===== src/rtl/mem_loader.sv =====
// Serial boot loader: parses SYNC/ADDR/LEN/DATA/CHK frames from a UART byte
// stream and writes the assembled 16-bit words through memory port 2.
module mem_loader #(
  parameter logic [7:0]  SYNC_BYTE = 8'hA5,
  parameter logic [23:0] TIMEOUT   = 24'd1000000
) (
  input  logic        clk,
  input  logic        rst,
  input  logic [7:0]  rx_data,
  input  logic        rx_valid,
  output logic        write_enable2,
  output logic [15:0] addr2,
  output logic [15:0] data_in2,
  output logic        cpu_hold,
  output logic        busy,
  output logic        done,
  output logic        error
);

  typedef enum logic [2:0] {
    S_IDLE, S_ADDR_H, S_ADDR_L, S_LEN_H, S_LEN_L, S_DATA_LO, S_DATA_HI, S_CHECK
  } state_t;

  state_t      r_state;
  state_t      w_next;

  logic [15:0] r_base;
  logic [15:0] r_len;
  logic [15:0] r_idx;
  logic [7:0]  r_lo;
  logic [7:0]  r_chk;
  logic [23:0] r_timer;
  logic        r_we;
  logic [15:0] r_addr;
  logic [15:0] r_data;
  logic        r_done;
  logic        r_error;

  logic        w_busy;
  logic        w_sync;
  logic        w_word;
  logic        w_check;
  logic        w_timeout;
  logic [15:0] w_idx_inc;
  logic [15:0] w_len_full;

  assign w_idx_inc  = r_idx + 16'd1;
  assign w_len_full = {r_len[15:8], rx_data};

  // State register
  always_ff @(posedge clk or negedge rst) begin
    if (!rst) begin
      r_state <= S_IDLE;
    end else begin
      r_state <= w_next;
    end
  end

  // Next-state logic; timeout overrides any pending transition
  always_comb begin
    w_next = r_state;
    if (rx_valid) begin
      case (r_state)
        S_IDLE:    if (rx_data == SYNC_BYTE) w_next = S_ADDR_H;
        S_ADDR_H:  w_next = S_ADDR_L;
        S_ADDR_L:  w_next = S_LEN_H;
        S_LEN_H:   w_next = S_LEN_L;
        S_LEN_L:   w_next = (w_len_full == 16'd0) ? S_CHECK : S_DATA_LO;
        S_DATA_LO: w_next = S_DATA_HI;
        S_DATA_HI: w_next = (w_idx_inc == r_len) ? S_CHECK : S_DATA_LO;
        S_CHECK:   w_next = S_IDLE;
        default:   w_next = S_IDLE;
      endcase
    end
    if (w_timeout) begin
      w_next = S_IDLE;
    end
  end

  // Output / event decode
  always_comb begin
    w_busy    = (r_state != S_IDLE);
    w_sync    = (r_state == S_IDLE) && rx_valid && (rx_data == SYNC_BYTE);
    w_word    = (r_state == S_DATA_HI) && rx_valid;
    w_check   = (r_state == S_CHECK) && rx_valid;
    w_timeout = w_busy && !rx_valid && (r_timer == TIMEOUT - 24'd1);
  end

  // Frame datapath: header fields, word assembly, checksum and idle timer
  always_ff @(posedge clk or negedge rst) begin
    if (!rst) begin
      r_base  <= '0;
      r_len   <= '0;
      r_idx   <= '0;
      r_lo    <= '0;
      r_chk   <= '0;
      r_timer <= '0;
      r_we    <= 1'b0;
      r_addr  <= '0;
      r_data  <= '0;
      r_done  <= 1'b0;
      r_error <= 1'b0;
    end else begin
      r_we   <= w_word;
      r_done <= w_check && (rx_data == r_chk);

      if (!w_busy || rx_valid) begin
        r_timer <= '0;
      end else begin
        r_timer <= r_timer + 24'd1;
      end

      if (w_word) begin
        r_addr <= r_base + r_idx;
        r_data <= {rx_data, r_lo};
        r_idx  <= w_idx_inc;
      end

      if (rx_valid) begin
        case (r_state)
          S_ADDR_H:  r_base[15:8] <= rx_data;
          S_ADDR_L:  r_base[7:0]  <= rx_data;
          S_LEN_H:   r_len[15:8]  <= rx_data;
          S_LEN_L:   r_len[7:0]   <= rx_data;
          S_DATA_LO: begin
            r_lo  <= rx_data;
            r_chk <= r_chk + rx_data;
          end
          S_DATA_HI: r_chk <= r_chk + rx_data;
          default: ;
        endcase
      end

      if (w_sync) begin
        r_error <= 1'b0;
        r_chk   <= '0;
        r_idx   <= '0;
      end else if (w_timeout || (w_check && (rx_data != r_chk))) begin
        r_error <= 1'b1;
      end
    end
  end

  assign write_enable2 = r_we;
  assign addr2         = r_addr;
  assign data_in2      = r_data;
  assign cpu_hold      = w_busy;
  assign busy          = w_busy;
  assign done          = r_done;
  assign error         = r_error;

endmodule


===== config.mk =====
export PLATFORM = sky130hd
export DESIGN_NAME = mem_loader
export DESIGN_NICKNAME = d
export VERILOG_FILES = /design/src/rtl/mem_loader.sv
export SDC_FILE = /design/constraint.sdc
export NUM_CORES = 1
export LEC_CHECK = 0
export CAP_MARGIN = 20
export CORE_MARGIN = 3
export CORE_UTILIZATION = 35
export CTS_CLUSTER_DIAMETER = 150
export DETAILED_ROUTE_END_ITERATION = 10
export PLACE_DENSITY_LB_ADDON = 0.15
export RECOVER_POWER = 50
export SYNTH_ARGS = -nofsm -noshare
export SYNTH_HDL_FRONTEND = slang
export SYNTH_SLANG_ARGS = --single-unit

===== constraint.sdc =====
create_clock -name clk -period 2.3 [get_ports clk]
set_input_delay 0.345 -clock clk [delete_from_list [all_inputs] [get_ports clk]]
set_output_delay 0.345 -clock clk [all_outputs]
set_load 0.02 [all_outputs]

==> results.md, run 1 <==
- Fmax: between 400 and 500 MHz
- Setup violations, final: 0
- Mapped cell area: between 6000 and 7000 um2
- Initial antenna violation count: 0
- Overall Global Routing Usage: 16.8%
- CP arrival: 2610 ps
- Place WS: -378 ps
- Worst setup path category: reg -> reg
- Yosys warnings: 0
- #FFs+latches synth: between 100 and 150
- Sequential fraction of the synthesis area: between 40% and 50%
- CTS HTree Levels: 4
- Setup TNS Final: 0 ps
- RSZ-0062 raised after global routing: yes
- Min-delay worst type: reg -> reg
- Clk sinks: between 100 and 150
- Area growth, synth to finish: 27.1%
- Net Sw Frac: between 30% and 40%
- Worst hold slack: 474 ps
- Startpoint types: flop
- Initial core utilization: between 30% and 40%
- Antenna Diode Count: 0
- Final period util: 98.1%
- Syn Nets: about 730
- Largest net degree at the start of global routing: 40
- Final GP Congestion: about 0.9
- Slew Viols, Final: 0
- Final setup margin: about 44 ps
- Pwr dens: ~1200 nW/um2
- DIE AREA: roughly 21000 um2
- Avg Cell Area, Syn: roughly 9.8 um2
- Die width: ~150 um
- Clock Tree Root: clkbuf_16
- DR vias: about 5.5k
- Clock insertion delay at the later pin of the skew report: roughly 420 ps
- DP HPWL: roughly 13000 um
- Biggest area consumer among synthesized cells: dfrtp_1
- Io pins: 48
- Rel. slew slack: roughly 31%
- First-pass GRT wire length: 28400 um
- Logic pwr share: 39.1%
- Routed wire length: approximately 17000 um
- Vias in the first global route: about 5.5k
- Crit Path Max Fanout: 4
- Remaining DRCs: 0
- WL per Instance: 16.2 um
- PortBufs: between 40 and 50
- Routed Antenna Nets: 0
- Core area: 18900 um2
- Main area contributors after synthesis: dfrtp_1 46%, mux2_2 6.0%, nand2_1 5.8%
- Status: complete, no violations
- Rows: 50
- CTS Buf Count: 17
- CTS tree: done
- P_leak: approximately 3.8 nW
- CP endpoint kind: flop
- Initial DRC count: 285
- Max Root-Sink Buffers: 2
- Layout cells sized above 1: about a fifth
- Drt via density: 5.07
- Top_reg_cell synth: dfrtp_1
- Post-synthesis cell type count: between 60 and 70
- Post-Syn Instances: around 700
- Reg power frac: 33.1%
- Tmin final: between 2000 and 2500 ps
- Synth async-reset ratio: 100%
- Die span in y: between 100 and 150 um
- Maximum vdd drop: approximately 0.00056 V
- Endpoints failing hold: 0
- Fin nets: 840
- Switch Pwr: ~3.7 mW
- Synth top area share: a little under half
- Clock transition at path regs: 60 ps
- Internal power: around 7 mW
- WP data required: roughly 2700 ps
- Global route total overflow: 0
- Power share of the clock group: between 20% and 30%
- Max Clock Skew: approximately 7.7 ps
- Initial DRT Pass Iterations: 5
- Post-synth EDFFs: 0
- Worst Tran Pin Value: between 1000 and 1500 ps
- Max_cap viols: 0
## cell usage in the layout, fill, tap and decap left out, types with 4 or more instances in the layout
cell type | netlist | layout
clkinvlp_4 | 0 | 5
nor4_1 | 6 | 6
bufinv_16 | 0 | 5
nor3b_1 | 5 | 5
xnor2_1 | 29 | 29
o31ai_1 | 13 | 12
a21o_1 | 4 | 4
clkbuf_1 | 18 | 7
clkdlybuf4s50_1 | 0 | 45
o21a_1 | 7 | 7
nor3_1 | 15 | 16
o211ai_1 | 4 | 4
a21oi_1 | 29 | 29
xor2_1 | 27 | 27
nand4_1 | 9 | 9
mux2_2 | 36 | 36
o22ai_1 | 5 | 5
or3_1 | 6 | 6
nand2_1 | 105 | 105
nor2_1 | 45 | 44
clkbuf_16 | 0 | 17
nand2b_1 | 4 | 4
mux2i_1 | 5 | 5
and3_1 | 6 | 6
ha_1 | 24 | 23
inv_1 | 26 | 25
o21ai_0 | 52 | 51
nand3_1 | 22 | 22
a31oi_1 | 5 | 5
buf_4 | 6 | 62
dfrtp_1 | 126 | 126
## synthesized netlist by cell type, types with 3 or more instances
library cell,count
a21oi_1,29
xor2_1,27
nand4_1,9
xnor2_1,29
o31ai_1,13
ha_1,24
buf_4,6
nor2b_1,4
or3_1,6
nor3_1,15
a2111oi_0,3
nand2_1,105
dfrtp_1,126
o211ai_1,4
inv_1,26
nor3b_1,5
o22ai_1,5
clkbuf_1,18
and3_1,6
and4_1,3
buf_2,3
mux2i_1,5
a31oi_1,5
o21ai_0,52
nor4_1,6
o21a_1,7
nand3_1,22
a211oi_1,3
mux2_2,36
nand2b_1,4
a21o_1,4
or4_1,3
nor2_1,45
## state kept, by name (all words and copies together) (netlist names)
signal,cells
write_enable2,1
r_lo,8
r_len,16
r_timer,24
error,1
r_idx,16
data_in2,16
r_state,3
addr2,16
r_chk,8
done,1
r_base,16
## metal layers
layer	up-vias	global-route usage [%]	wire [um]	share of wire (%)
met2	96	27.7	8260	47
met3	23	3.31	529	3.0
met5	-	0	0	0
met1	2680	22.3	8360	48
li1	2652	-	-	-
met4	0	5.37	284	1.6
## layout make-up
cell class                 instances  area [um2]
timing repair buffer             118         976
clock buffer                      18         429
multi-input combinational        514        3430
sequential                       126        3150
fill                            1843       10300
inverter                          26        97.6
clock inverter                    14         215
tap                              260         325
## what timing repair did
action | CTS | global route
gates resized for setup | 5 | 7
hold buffers | 1 | 0
hold endpoints to repair | 35 | 0
setup endpoints to repair | 3 | 15
buffers inserted | 0 | 2
pin swaps | 3 | 9
## worst paths after layout
kind	start	endpoint	slack, ps	cells past startpoint
min	r_lo[6]	data_in2[6]	470	2
max	r_idx[0]	addr2[12]	40	10
max reg2reg	r_idx[0]	addr2[12]	40	10
max in group asynchronous	rst	r_lo[4]	370	3
min in group asynchronous	rst	r_timer[0]	640	2
min reg2reg	r_lo[6]	data_in2[6]	470	2
## metrics by stage
step / total power [mW] / instance area (um2) / utilization [%] / std cells
floorplan: 6.00 / 6790 / - / 694
global placement: 7.51 / 7980 / 42.2 / 1041
detailed placement: 7.61 / 7980 / 42.2 / 1041
CTS: 10.6 / 8650 / 45.8 / 1074
global route: 11.3 / 8630 / 45.7 / 1076
finish: 10.6 / 8630 / 45.7 / 1076
## logic make-up (layout without fill, tap and decap cells)
| logic type | count (synthesis) | after routing | synth area share [%] |
|---|---|---|---|
| xor gates and xnor gates | 56 | 56 | 7.23 |
| adders and majority gates | 26 | 26 | 5.02 |
| DFF | 126 | 126 | 46.5 |
| and+or+nand+nor | 256 | 256 | 18.8 |
| AOI/OAI and AO/OA | 135 | 135 | 12.2 |
| muxes | 41 | 41 | 6.71 |
| buffers and inverters | 54 | 176 | 3.48 |
## power groups by stage
stage | Combinational [mW] | Clock, mW | Sequential (mW)
2_1_floorplan | 2.27 | 0 | 3.74
3_3_place_gp | 4.00 | 0 | 3.51
3_5_place_dp | 4.08 | 0 | 3.54
4_1_cts | 4.13 | 3.01 | 3.51
5_1_grt | 4.56 | 3.12 | 3.60
6_report | 4.13 | 2.95 | 3.50
## worst max-delay path: stages, from the launching register on
cell and delay (ps):
dfrtp_1 350, ha_2 200, inv_2 50, fa_2 420, nor2b_4 160, o31ai_4 70
nand4_1 150, a2111oi_2 90, buf_4 160, or4_1 460, nand3_1 80
(Power assumes the default switching activity.)
==> run 2, diff against run 1 <==
Settings changed: CTS_CLUSTER_DIAMETER 150 to default.
==> results of run 2 <==
Final layout, timing and power as in run 1 (identical DEF).
==> run 3, diff against run 2 <==
Settings changed: CORE_UTILIZATION 35 to 40.
==> run 3 against run 2 <==
The run now ends with setup timing left. First-iteration DRC count rose by 45%. Clock-buffer cell count unchanged. Cell area down 0.45%. Non-clock buffer count is 1 higher. Die area fell by 12%. Clock skew up 1.0 ps. Critical path type unchanged. Critical endpoint unchanged.
==> results.md, run 3 (synthesis results as in run 1) <==
- Status: finished with violations
- Violated checks: setup timing
- Final period util: 103%
- CP arrival: approximately 2700 ps
- Vias in the first global route: around 5.5k
- Final instance area: 8590 um2
- Largest register FFs: 24
- Initial DRC count: between 400 and 500
- Rows: between 40 and 50
- Final GP Congestion: between 0.8 and 0.9
- CTS tree: done
- P_leak: between 3 and 4 nW
- Most common cell after layout, fill and taps aside: dfrtp_1
- Routed wire length: between 15000 and 20000 um
- Global route total overflow: 0
- First-pass GRT wire length: about 28000 um
- Core area: ~16000 um2
- Fmax: 423 MHz
- CP endpoint kind: flop
- Initial antenna violation count: 0
- DP HPWL: ~12000 um
- DIE AREA: approximately 19000 um2
- Min-delay worst type: reg -> reg
- WL per Instance: 16.6 um
- PortBufs: 47
- Cell depth of the worst setup path: 10
- CP max stage cell: or4_1
- WP data required: ~2700 ps
- Crit path max-delay family: simple AND/OR/NAND/NOR gates
- Die span in y: 136 um
- Startpoint types: flop
- Hold depth: 2
- Die width: 136 um
- Antenna Diode Count: 0
- Routed Antenna Nets: 0
- Maximum vdd drop: 0.000777 V
- Area growth, synth to finish: 26.6%
- Max_cap viols: 0
- Clk sinks: 126
- Largest Register: r_timer
- Remaining DRCs: 0
- Max Root-Sink Buffers: 2
- Clock Tree Root: clkbuf_16
- Crit Path Max Fanout: 4
- Fin nets: roughly 840
- Endpoints failing hold: 0
- Initial DRT Pass Iterations: 5
- Layout cells sized above 1: 19.6%
- Final setup margin: -62.5 ps
- CP peak stage delay: between 400 and 500 ps
- Largest net degree at the start of global routing: 43
- Setup violations, final: 2
- Clock insertion delay at the later pin of the skew report: between 400 and 500 ps
- Slew Viols, Final: 0
- DR vias: between 5k and 6k
- Crit path cell chain: ha_4 -> inv_2 -> fa_2 -> nor2b_2 -> o31ai_4 -> nand4_1 -> a2111oi_4 -> buf_4 -> or4_1 -> nand3_1
- Initial core utilization: a little over two fifths
- Max Clock Skew: 8.72 ps
- Dpl cell area: slightly below 8000 um2
- Worst setup path category: reg -> reg
- Most frequent cells in the layout: 125 x dfrtp_1, 105 x nand2_1, 60 x buf_4
- Pwr dens: 1210 nW/um2
- CTS Buf Count: 17
- Overall Global Routing Usage: 19.5%
- FF-to-FF path depth: 10
- Tmin final: 2360 ps
- Worst Tran Pin Value: 1030 ps
- CTS HTree Levels: 4
- Rel. slew slack: a little under a third
- Place WS: -355 ps
- Crit path buffers/inverters: 2
- Drt via density: 5.37
- Io pins: 48
- RSZ-0062 raised after global routing: yes
- Clock transition at path regs: approximately 60 ps
==> run 3: routing by layer <==
metal  part of all wire [%]  up-vias  GRT usage, %
li1                       -     2660             -
met3                    4.5       26          4.11
met1                     45     2740          25.8
met4                    2.2        0          7.00
met2                     48      124          31.6
met5                      0        -             0
==> run 3: final cells by class <==
| cell class | instances | area (um2) |
|---|---|---|
| Inverter | 26 | 97.6 |
| Tap cell | 216 | 270 |
| Fill cell | 1491 | 7640 |
| Clock buffer | 18 | 439 |
| Clock inverter | 14 | 158 |
| Timing Repair Buffer | 119 | 982 |
| Multi-Input combinational cell | 514 | 3490 |
| Sequential cell | 126 | 3150 |
==> run 3: worst min-delay path: stages (launching register included) <==
cell and delay (ps):
dfrtp_1 340, nand2_1 50, nand2_1 50
==> run 3: repair_timing <==
item | 4_1_cts | 5_1_grt
endpoints found under the setup margin | 2 | 6
hold buffers | 1 | 0
buffers inserted | 0 | 1
pin swaps | 2 | 7
gates resized for setup | 4 | 16
endpoints found under the hold margin | 28 | 0
==> run 3: final timing paths <==
check	from	slack, ps	end
setup / recovery	r_idx[0]	-60	addr2[12]
hold / removal	r_lo[3]	470	data_in2[3]
setup reg to reg	r_idx[0]	-60	addr2[12]
hold reg to reg	r_lo[3]	470	data_in2[3]
max in group asynchronous	rst	480	addr2[0]
min in group asynchronous	rst	570	r_idx[1]
==> run 3: stage by stage <==
stage	setup TNS, ps	utilization, %	hold WS, ps	total power, mW	cells
floorplan	0	-	49.4	6.00	694
global placement	-2050	48.9	324	7.49	999
detailed placement	-3080	48.9	339	7.61	999
CTS	-15.9	52.8	450	10.4	1032
global route	-678	52.9	493	11.1	1033
finish	-119	52.9	467	10.4	1033
==> run 3: report_power, final <==
group	total (mW)	switching, mW	internal [mW]
clock	2.70	1.06	1.64
combinational	4.17	2.12	2.05
sequential	3.50	0.523	2.98
